## config.mk

```make
export PLATFORM = sky130hd
export DESIGN_NAME = enemy_bullet
export DESIGN_NICKNAME = d
export VERILOG_FILES = /design/src/rtl/enemy_bullet.sv
export SDC_FILE = /design/constraint.sdc
export NUM_CORES = 1
export LEC_CHECK = 0
export ABC_CLOCK_PERIOD_IN_PS = 8400
export BUFFER_PORTS_ARGS = -buffer_cell sky130_fd_sc_hd__buf_2
export CAP_MARGIN = 20
export CORE_UTILIZATION = 40
export DETAILED_ROUTE_END_ITERATION = 8
export GPL_ROUTABILITY_DRIVEN = 0
export PLACE_DENSITY = 0.66
export SLEW_MARGIN = 20
export SYNTH_ARGS = -nofsm -noshare
export SYNTH_HDL_FRONTEND = slang
export SYNTH_SLANG_ARGS = --single-unit
```

## constraint.sdc

```tcl
create_clock -name clk_i -period 8.4 [get_ports clk_i]
set_input_delay 0.42 -clock clk_i [delete_from_list [all_inputs] [get_ports clk_i]]
set_output_delay 0.42 -clock clk_i [all_outputs]
set_load 0.01 [all_outputs]
```

## src/rtl/enemy_bullet.sv

```systemverilog
// Single enemy projectile: frame-counted cooldown, spawn under the selected shooter,
// per-frame fall with player-hit / off-screen checks. Optional player-bullet cancel via ENEMY_BULLET_CANCEL_EN.
module enemy_bullet #(
  parameter logic [9:0]  delay_frames_p = 10'd300,
  parameter logic [9:0]  step_p         = 10'd4,
  parameter logic [9:0]  bullet_w_p     = 10'd2,
  parameter logic [9:0]  bullet_h_p     = 10'd8,
  parameter logic [9:0]  screen_bot_p   = 10'd479,
  parameter logic [11:0] color_p        = {4'hF, 4'h0, 4'h0}
) (
  input  logic       clk_i,
  input  logic       reset_ni,
  input  logic       frame_i,
  input  logic       enable_i,
  input  logic       shooter_valid_i,
  input  logic [9:0] shooter_left_i,
  input  logic [9:0] shooter_right_i,
  input  logic [9:0] shooter_bot_i,
  input  logic [9:0] player_left_i,
  input  logic [9:0] player_right_i,
  input  logic [9:0] player_top_i,
  input  logic [9:0] player_bot_i,
  input  logic       pbullet_valid_i,
  input  logic [9:0] pbullet_left_i,
  input  logic [9:0] pbullet_right_i,
  input  logic [9:0] pbullet_top_i,
  input  logic [9:0] pbullet_bot_i,
  output logic       active_o,
  output logic [9:0] left_pos_o,
  output logic [9:0] right_pos_o,
  output logic [9:0] top_pos_o,
  output logic [9:0] bot_pos_o,
  output logic       fire_o,
  output logic       player_hit_o,
  output logic       cancel_o,
  output logic [3:0] bullet_red_o,
  output logic [3:0] bullet_green_o,
  output logic [3:0] bullet_blue_o
);

  typedef enum logic [1:0] {
    ST_IDLE     = 2'd0,
    ST_COOLDOWN = 2'd1,
    ST_FALLING  = 2'd2
  } state_e;

  localparam logic [9:0] last_cnt_lc = delay_frames_p - 10'd1;

  state_e     state_q, state_d;
  logic [9:0] count_q, count_d;
  logic       active_q, active_d;
  logic [9:0] left_q, left_d, right_q, right_d, top_q, top_d, bot_q, bot_d;
  logic       fire_q, fire_d, hit_q, hit_d, cancel_q, cancel_d;

  logic [9:0]  spawn_mid, spawn_left, spawn_top;
  logic [10:0] cand_top, cand_bot, cur_left, cur_right;
  logic        player_ovl, pbullet_ovl;
  logic        clear_bullet, restart;

  // Midpoint uses the full 11-bit sum so wide shooters near the right edge do not wrap.
  assign spawn_mid  = 10'(({1'b0, shooter_left_i} + {1'b0, shooter_right_i}) >> 1);
  assign spawn_left = spawn_mid - (bullet_w_p >> 1);
  assign spawn_top  = shooter_bot_i + 10'd1;

  assign cur_left  = {1'b0, left_q};
  assign cur_right = {1'b0, right_q};
  assign cand_top  = {1'b0, top_q} + {1'b0, step_p};
  assign cand_bot  = cand_top + {1'b0, bullet_h_p} - 11'd1;

  assign player_ovl = (cur_left <= {1'b0, player_right_i}) && (cur_right >= {1'b0, player_left_i}) &&
                      (cand_top <= {1'b0, player_bot_i})   && (cand_bot >= {1'b0, player_top_i});

`ifdef ENEMY_BULLET_CANCEL_EN
  assign pbullet_ovl = pbullet_valid_i &&
                       (cur_left <= {1'b0, pbullet_right_i}) && (cur_right >= {1'b0, pbullet_left_i}) &&
                       (cand_top <= {1'b0, pbullet_bot_i})   && (cand_bot >= {1'b0, pbullet_top_i});
`else
  logic unused_pbullet;
  assign unused_pbullet = ^{pbullet_valid_i, pbullet_left_i, pbullet_right_i, pbullet_top_i, pbullet_bot_i};
  assign pbullet_ovl    = 1'b0;
`endif

  always_comb begin
    state_d      = state_q;
    count_d      = count_q;
    active_d     = active_q;
    left_d       = left_q;
    right_d      = right_q;
    top_d        = top_q;
    bot_d        = bot_q;
    fire_d       = 1'b0;
    hit_d        = 1'b0;
    cancel_d     = 1'b0;
    clear_bullet = 1'b0;
    restart      = 1'b0;

    if (!enable_i) begin
      state_d      = ST_IDLE;
      count_d      = 10'd0;
      clear_bullet = 1'b1;
    end else begin
      case (state_q)
        ST_IDLE: begin
          state_d      = ST_COOLDOWN;
          count_d      = 10'd0;
          clear_bullet = 1'b1;
        end
        ST_COOLDOWN: begin
          if (frame_i) begin
            if (count_q != last_cnt_lc) begin
              count_d = count_q + 10'd1;
            end else if (shooter_valid_i) begin
              state_d  = ST_FALLING;
              active_d = 1'b1;
              fire_d   = 1'b1;
              left_d   = spawn_left;
              right_d  = spawn_left + bullet_w_p - 10'd1;
              top_d    = spawn_top;
              bot_d    = spawn_top + bullet_h_p - 10'd1;
            end
          end
        end
        ST_FALLING: begin
          // Priority: player hit, then cancel, then off-screen.
          if (frame_i) begin
            if (player_ovl) begin
              hit_d   = 1'b1;
              restart = 1'b1;
            end else if (pbullet_ovl) begin
              cancel_d = 1'b1;
              restart  = 1'b1;
            end else if (cand_top > {1'b0, screen_bot_p}) begin
              restart = 1'b1;
            end else begin
              top_d = cand_top[9:0];
              bot_d = cand_bot[9:0];
            end
          end
        end
        default: begin
          state_d      = ST_IDLE;
          clear_bullet = 1'b1;
        end
      endcase
    end

    if (restart) begin
      state_d      = ST_COOLDOWN;
      count_d      = 10'd0;
      clear_bullet = 1'b1;
    end
    if (clear_bullet) begin
      active_d = 1'b0;
      left_d   = 10'd0;
      right_d  = 10'd0;
      top_d    = 10'd0;
      bot_d    = 10'd0;
    end
  end

  always_ff @(posedge clk_i or negedge reset_ni) begin
    if (!reset_ni) begin
      state_q  <= ST_IDLE;
      count_q  <= 10'd0;
      active_q <= 1'b0;
      left_q   <= 10'd0;
      right_q  <= 10'd0;
      top_q    <= 10'd0;
      bot_q    <= 10'd0;
      fire_q   <= 1'b0;
      hit_q    <= 1'b0;
      cancel_q <= 1'b0;
    end else begin
      state_q  <= state_d;
      count_q  <= count_d;
      active_q <= active_d;
      left_q   <= left_d;
      right_q  <= right_d;
      top_q    <= top_d;
      bot_q    <= bot_d;
      fire_q   <= fire_d;
      hit_q    <= hit_d;
      cancel_q <= cancel_d;
    end
  end

  assign active_o       = active_q;
  assign left_pos_o     = left_q;
  assign right_pos_o    = right_q;
  assign top_pos_o      = top_q;
  assign bot_pos_o      = bot_q;
  assign fire_o         = fire_q;
  assign player_hit_o   = hit_q;
  assign cancel_o       = cancel_q;
  assign bullet_red_o   = color_p[11:8];
  assign bullet_green_o = color_p[7:4];
  assign bullet_blue_o  = color_p[3:0];

endmodule

```

==> results summary <==
The total track usage is 0.1959. The run finished with clean final reports. The cell count after placement is 936. The non-filler instance count after layout is 944. The worst-case IR drop observed on VDD is 0.0001048 V. The number of slew-limit violations in the final report is 0. The worst clock skew is 6.544 ps. The post-route setup TNS is 0 ps.

The number of I/O pins came out at 172. The clock transition at the registers of the reported paths is 70 ps. Yosys printed 0 warnings.

The initial utilization of the core area, before any placement, comes to 0.4179. The global-route wire length before repair came out at 22580 um. Once detail routing completed, the nets flagged for antenna violations numbered 0.

Summing internal, switching and leakage power gives 845.5 uW. The count of cell types in the netlist came out at 66. The number of inserted filler cells in the final layout came out at 1288.

In the finished design, the share of the clock period the worst path needs comes to 0.5621. The area growth from synthesis to final layout came out at 15.41%. Clock tree synthesis selected as its root buffer the cell sky130_fd_sc_hd__clkbuf_16. The buffers plus inverters on the worst setup path is 1.

The maximum frequency from static timing analysis came out at 211.8 MHz. The total congestion overflow after global routing is 0. Among all stages on the critical path, the largest delay is contributed by sky130_fd_sc_hd__or4_1. The met1 wire length is 5813 um.

The analysis attributes to net switching a power of 324.4 uW. The total area inside the core boundary comes to 12820 um^2. In this run the critical register-to-register path is launched from top_pos_o[2]. The number of antenna diodes is 0. The total non-filler cell area in the finished layout came out at 6185 um^2. The most critical setup path has its startpoint at top_pos_o[2]. The worst setup path is captured at a register. In this run, synthesis produced a sequential element count of 55.

The number of logic stages on the critical path including buffering came out at 14. The first-iteration detailed-routing DRC count is 319. The setup check on the worst reg-to-reg path leaves a slack of 3680 ps.

The number of vias in the routed layout is 5103. The average footprint of a synthesized cell came out at 7.975 um^2. Measured along the y axis, the die boundary spans 117.7 um. The critical path class is register to register. The share of synthesized area occupied by flip-flops and latches came out at 0.2568. The net switching fraction of the power is 0.3837. The share of async-settable or async-resettable flops after synthesis came out at 1.000. The depth of the worst register-to-register path is 14. For this run, the leading register cell type out of synthesis is sky130_fd_sc_hd__dfrtp_1. The aggregate routed wire length came out at 13570 um.

TritonCTS built the clock tree. The synthesized instance count is 672. The required time at the worst-slack endpoint came out at 8610 ps. The final count of hold timing violations is 0.

In the routed design, unresolved DRC markers number 0. The sequential fraction of design power came out at 0.336. The path type of the worst min-delay path is input pin to asynchronous set/reset pin. The CTS sink count came out at 55. The later pin in the worst-skew pair is clocked with a latency of 290 ps.

The number of global-route vias before repair is 4881. The internal power came out at 521.1 uW. The length of the first detailed-routing pass in iterations came out at 5. The standard-cell row count is 41. The pin slew with the least headroom to its limit is 879.3 ps. The relative max-transition margin came out at 0.4138. The floorplan step defined a die boundary enclosing 13860 um^2.

The post-cts hold buffer count is 0. The fraction of layout instances using a drive strength above 1 came out at 0.1839. The share of power burned in the clock network came out at 0.251. The worst setup path is launched from a register. In this design, the largest share of critical-path delay is due to compound AO/OA/AOI/OAI gates. The pin count of the biggest net entering global routing is 56. The worst register-to-register path ends at count_q[8].

For this run, the slowest stage of the critical path takes 570 ps. The number of buffers added by the clock tree synthesis step came out at 5. In the routed layout, each cell is associated on average with a via count of 5.406. The longest clock path from root to sink contains 2 buffers. Input and output buffers added on the ports amount to 117. The end point of the critical path is count_q[8]. Dividing the detail-routed wire length by the instance count gives 14.37 um. The number of gates given a new drive strength after cts came out at 0. The initial antenna violation count came to 0. Setup violations remaining at the end of the flow were counted as 0. After clock tree synthesis, the setup repair step added 0 buffers. Summed over all nets, the half-perimeter wirelength after detailed placement is 10840 um. Setup repair after global routing left no endpoint under its margin. The highest signal layer in the routed design is met4. The signal on the critical path passes through ha_1 -> xnor2_1 -> inv_1 -> xnor2_1 -> ha_1 -> a21o_1 -> a21oi_1 -> o21ai_0 -> a2111oi_0 -> o221ai_1 -> a31oi_2 -> o211ai_1 -> or4_1 -> o211ai_1.

Max-cap violations in this run came to 0. The power density over the cells is 136.7 nW/um^2. In this run the cell area of the synthesized design comes to 5359 um^2.

The H-tree depth is 2. The share of power burned in combinational logic came out at 0.412. After detailed routing, the met2 layer carries 6912 um of wire.

The minimum period implied by the final worst setup slack is 4721 ps. The instance area after placement came out at 6033 um^2. The routed design uses 491 um of met3 wire.

Of all nets on the critical path, the largest fanout is 11. At the end of the flow, the number of nets in the layout was 949. For this design the static power due to leakage is 0.003042 uW. The horizontal die dimension came out at 117.7 um. The worst path arrival time came out at 4930 ps. The count of flip-flops with a built-in enable after synthesis is 0.
-- registers in the layout, indices dropped and copies added (netlist names) --
name,flops
player_hit_o,1
right_pos_o,10
count_q,10
active_o,1
state_q,2
bot_pos_o,10
top_pos_o,10
fire_o,1
left_pos_o,10
-- power groups by stage --
stage | Sequential [uW] | Combinational (uW) | Clock, uW
floorplan | 288 | 258 | 0
global placement | 288 | 333 | 0
detailed placement | 289 | 345 | 0
CTS | 284 | 348 | 217
global route | 286 | 389 | 228
finish | 284 | 349 | 212
-- metal layers --
| layer | up-vias | track usage |
|---|---|---|
| met5 | - | 0 |
| met4 | 0 | 0.06891 |
| met3 | 20 | 0.02374 |
| met2 | 139 | 0.3596 |
| met1 | 2418 | 0.2330 |
| li1 | 2526 | - |
-- synth_stat cells, types with 5 or more instances --
cell type | count | share of area
sky130_fd_sc_hd__nand2_1 | 67 | 0.047
sky130_fd_sc_hd__inv_1 | 65 | 0.046
sky130_fd_sc_hd__ha_1 | 61 | 0.14
sky130_fd_sc_hd__nor2_1 | 60 | 0.042
sky130_fd_sc_hd__dfrtp_1 | 55 | 0.26
sky130_fd_sc_hd__a21oi_1 | 40 | 0.037
sky130_fd_sc_hd__xnor2_1 | 32 | 0.052
sky130_fd_sc_hd__nand3_1 | 26 | 0.024
sky130_fd_sc_hd__clkbuf_1 | 22 | 0.015
sky130_fd_sc_hd__o21ai_0 | 22 | 0.021
sky130_fd_sc_hd__xor2_1 | 16 | 0.026
sky130_fd_sc_hd__a211oi_1 | 14 | 0.020
sky130_fd_sc_hd__nor3_1 | 14 | 0.013
sky130_fd_sc_hd__o211ai_1 | 14 | 0.020
sky130_fd_sc_hd__and3_1 | 13 | 0.015
sky130_fd_sc_hd__buf_4 | 13 | 0.018
sky130_fd_sc_hd__nand2b_1 | 11 | 0.013
sky130_fd_sc_hd__a21o_1 | 10 | 0.014
sky130_fd_sc_hd__nand4_1 | 8 | 0.0093
sky130_fd_sc_hd__o21a_1 | 7 | 0.0098
sky130_fd_sc_hd__buf_2 | 6 | 0.0056
sky130_fd_sc_hd__o21bai_1 | 6 | 0.0084
sky130_fd_sc_hd__o2bb2ai_1 | 6 | 0.0098
sky130_fd_sc_hd__a31oi_1 | 5 | 0.0058
sky130_fd_sc_hd__mux2i_1 | 5 | 0.0093
-- kinds of logic (layout without fill, tap and decap cells) --
kind of cell,after synthesis,after routing,share of synthesized area
AND/OR/NAND/NOR,233,233,0.2146
AO/OA/AOI/OAI,161,161,0.2085
buffers and inverters,106,195,0.08475
adder cells (fa/ha/maj),62,62,0.1462
flip-flops,55,55,0.2568
XOR/XNOR,48,48,0.07845
multiplexers,5,5,0.009340
other,2,13,0.001401
-- metrics by stage --
step | util | setup WS, ps | hold WS, ps
6_report | 0.4822 | 3679 | 252.1
5_1_grt | 0.4822 | 3328 | 324.5
4_1_cts | 0.4822 | 3728 | 295.3
3_5_place_dp | 0.4704 | 3742 | 480.5
3_3_place_gp | 0.4704 | 3818 | 477.8
2_1_floorplan | - | 4616 | 124.4
-- cell type report --
class	count	area (um^2)	share of cell area
Clock buffer	7	142.6	0.02306
Clock inverter	1	8.758	0.001416
Inverter	65	244.0	0.03945
Multi-Input combinational cell	522	3575	0.5780
Sequential cell	55	1376	0.2225
Tap cell	172	215.2	0.03480
Timing Repair Buffer	122	623.1	0.1007
-- worst min-delay path by stage --
stage | startpoint | to
finish | reset_ni | bot_pos_o[1]
global route | reset_ni | top_pos_o[0]
CTS | reset_ni | bot_pos_o[5]
detailed placement | active_o | active_o
global placement | active_o | active_o
floorplan | reset_ni | active_o
-- layout by cell type, fill, tap and decap left out, drive strengths merged, types with 3 or more instances in the layout --
cell type  count
or3            4
o21ai         25
nand4          8
a2111oi        3
clkbuf         7
nand2b        11
mux2i          5
a21oi         40
nand2         67
nor2b          4
a21o          10
o21a           7
nor3          16
nand3         27
ha            61
a311oi         5
and3          13
buf          122
conb          13
nor4           4
o211ai        14
dfrtp         55
o221ai         3
nand3b         4
xnor2         32
and2           4
o211a          3
or4            3
xor2          16
o21bai         6
inv           65
o2bb2ai        6
a31oi          6
a22oi          4
a211oi        15
nor2          60
Power figures use the tool's default switching activity.
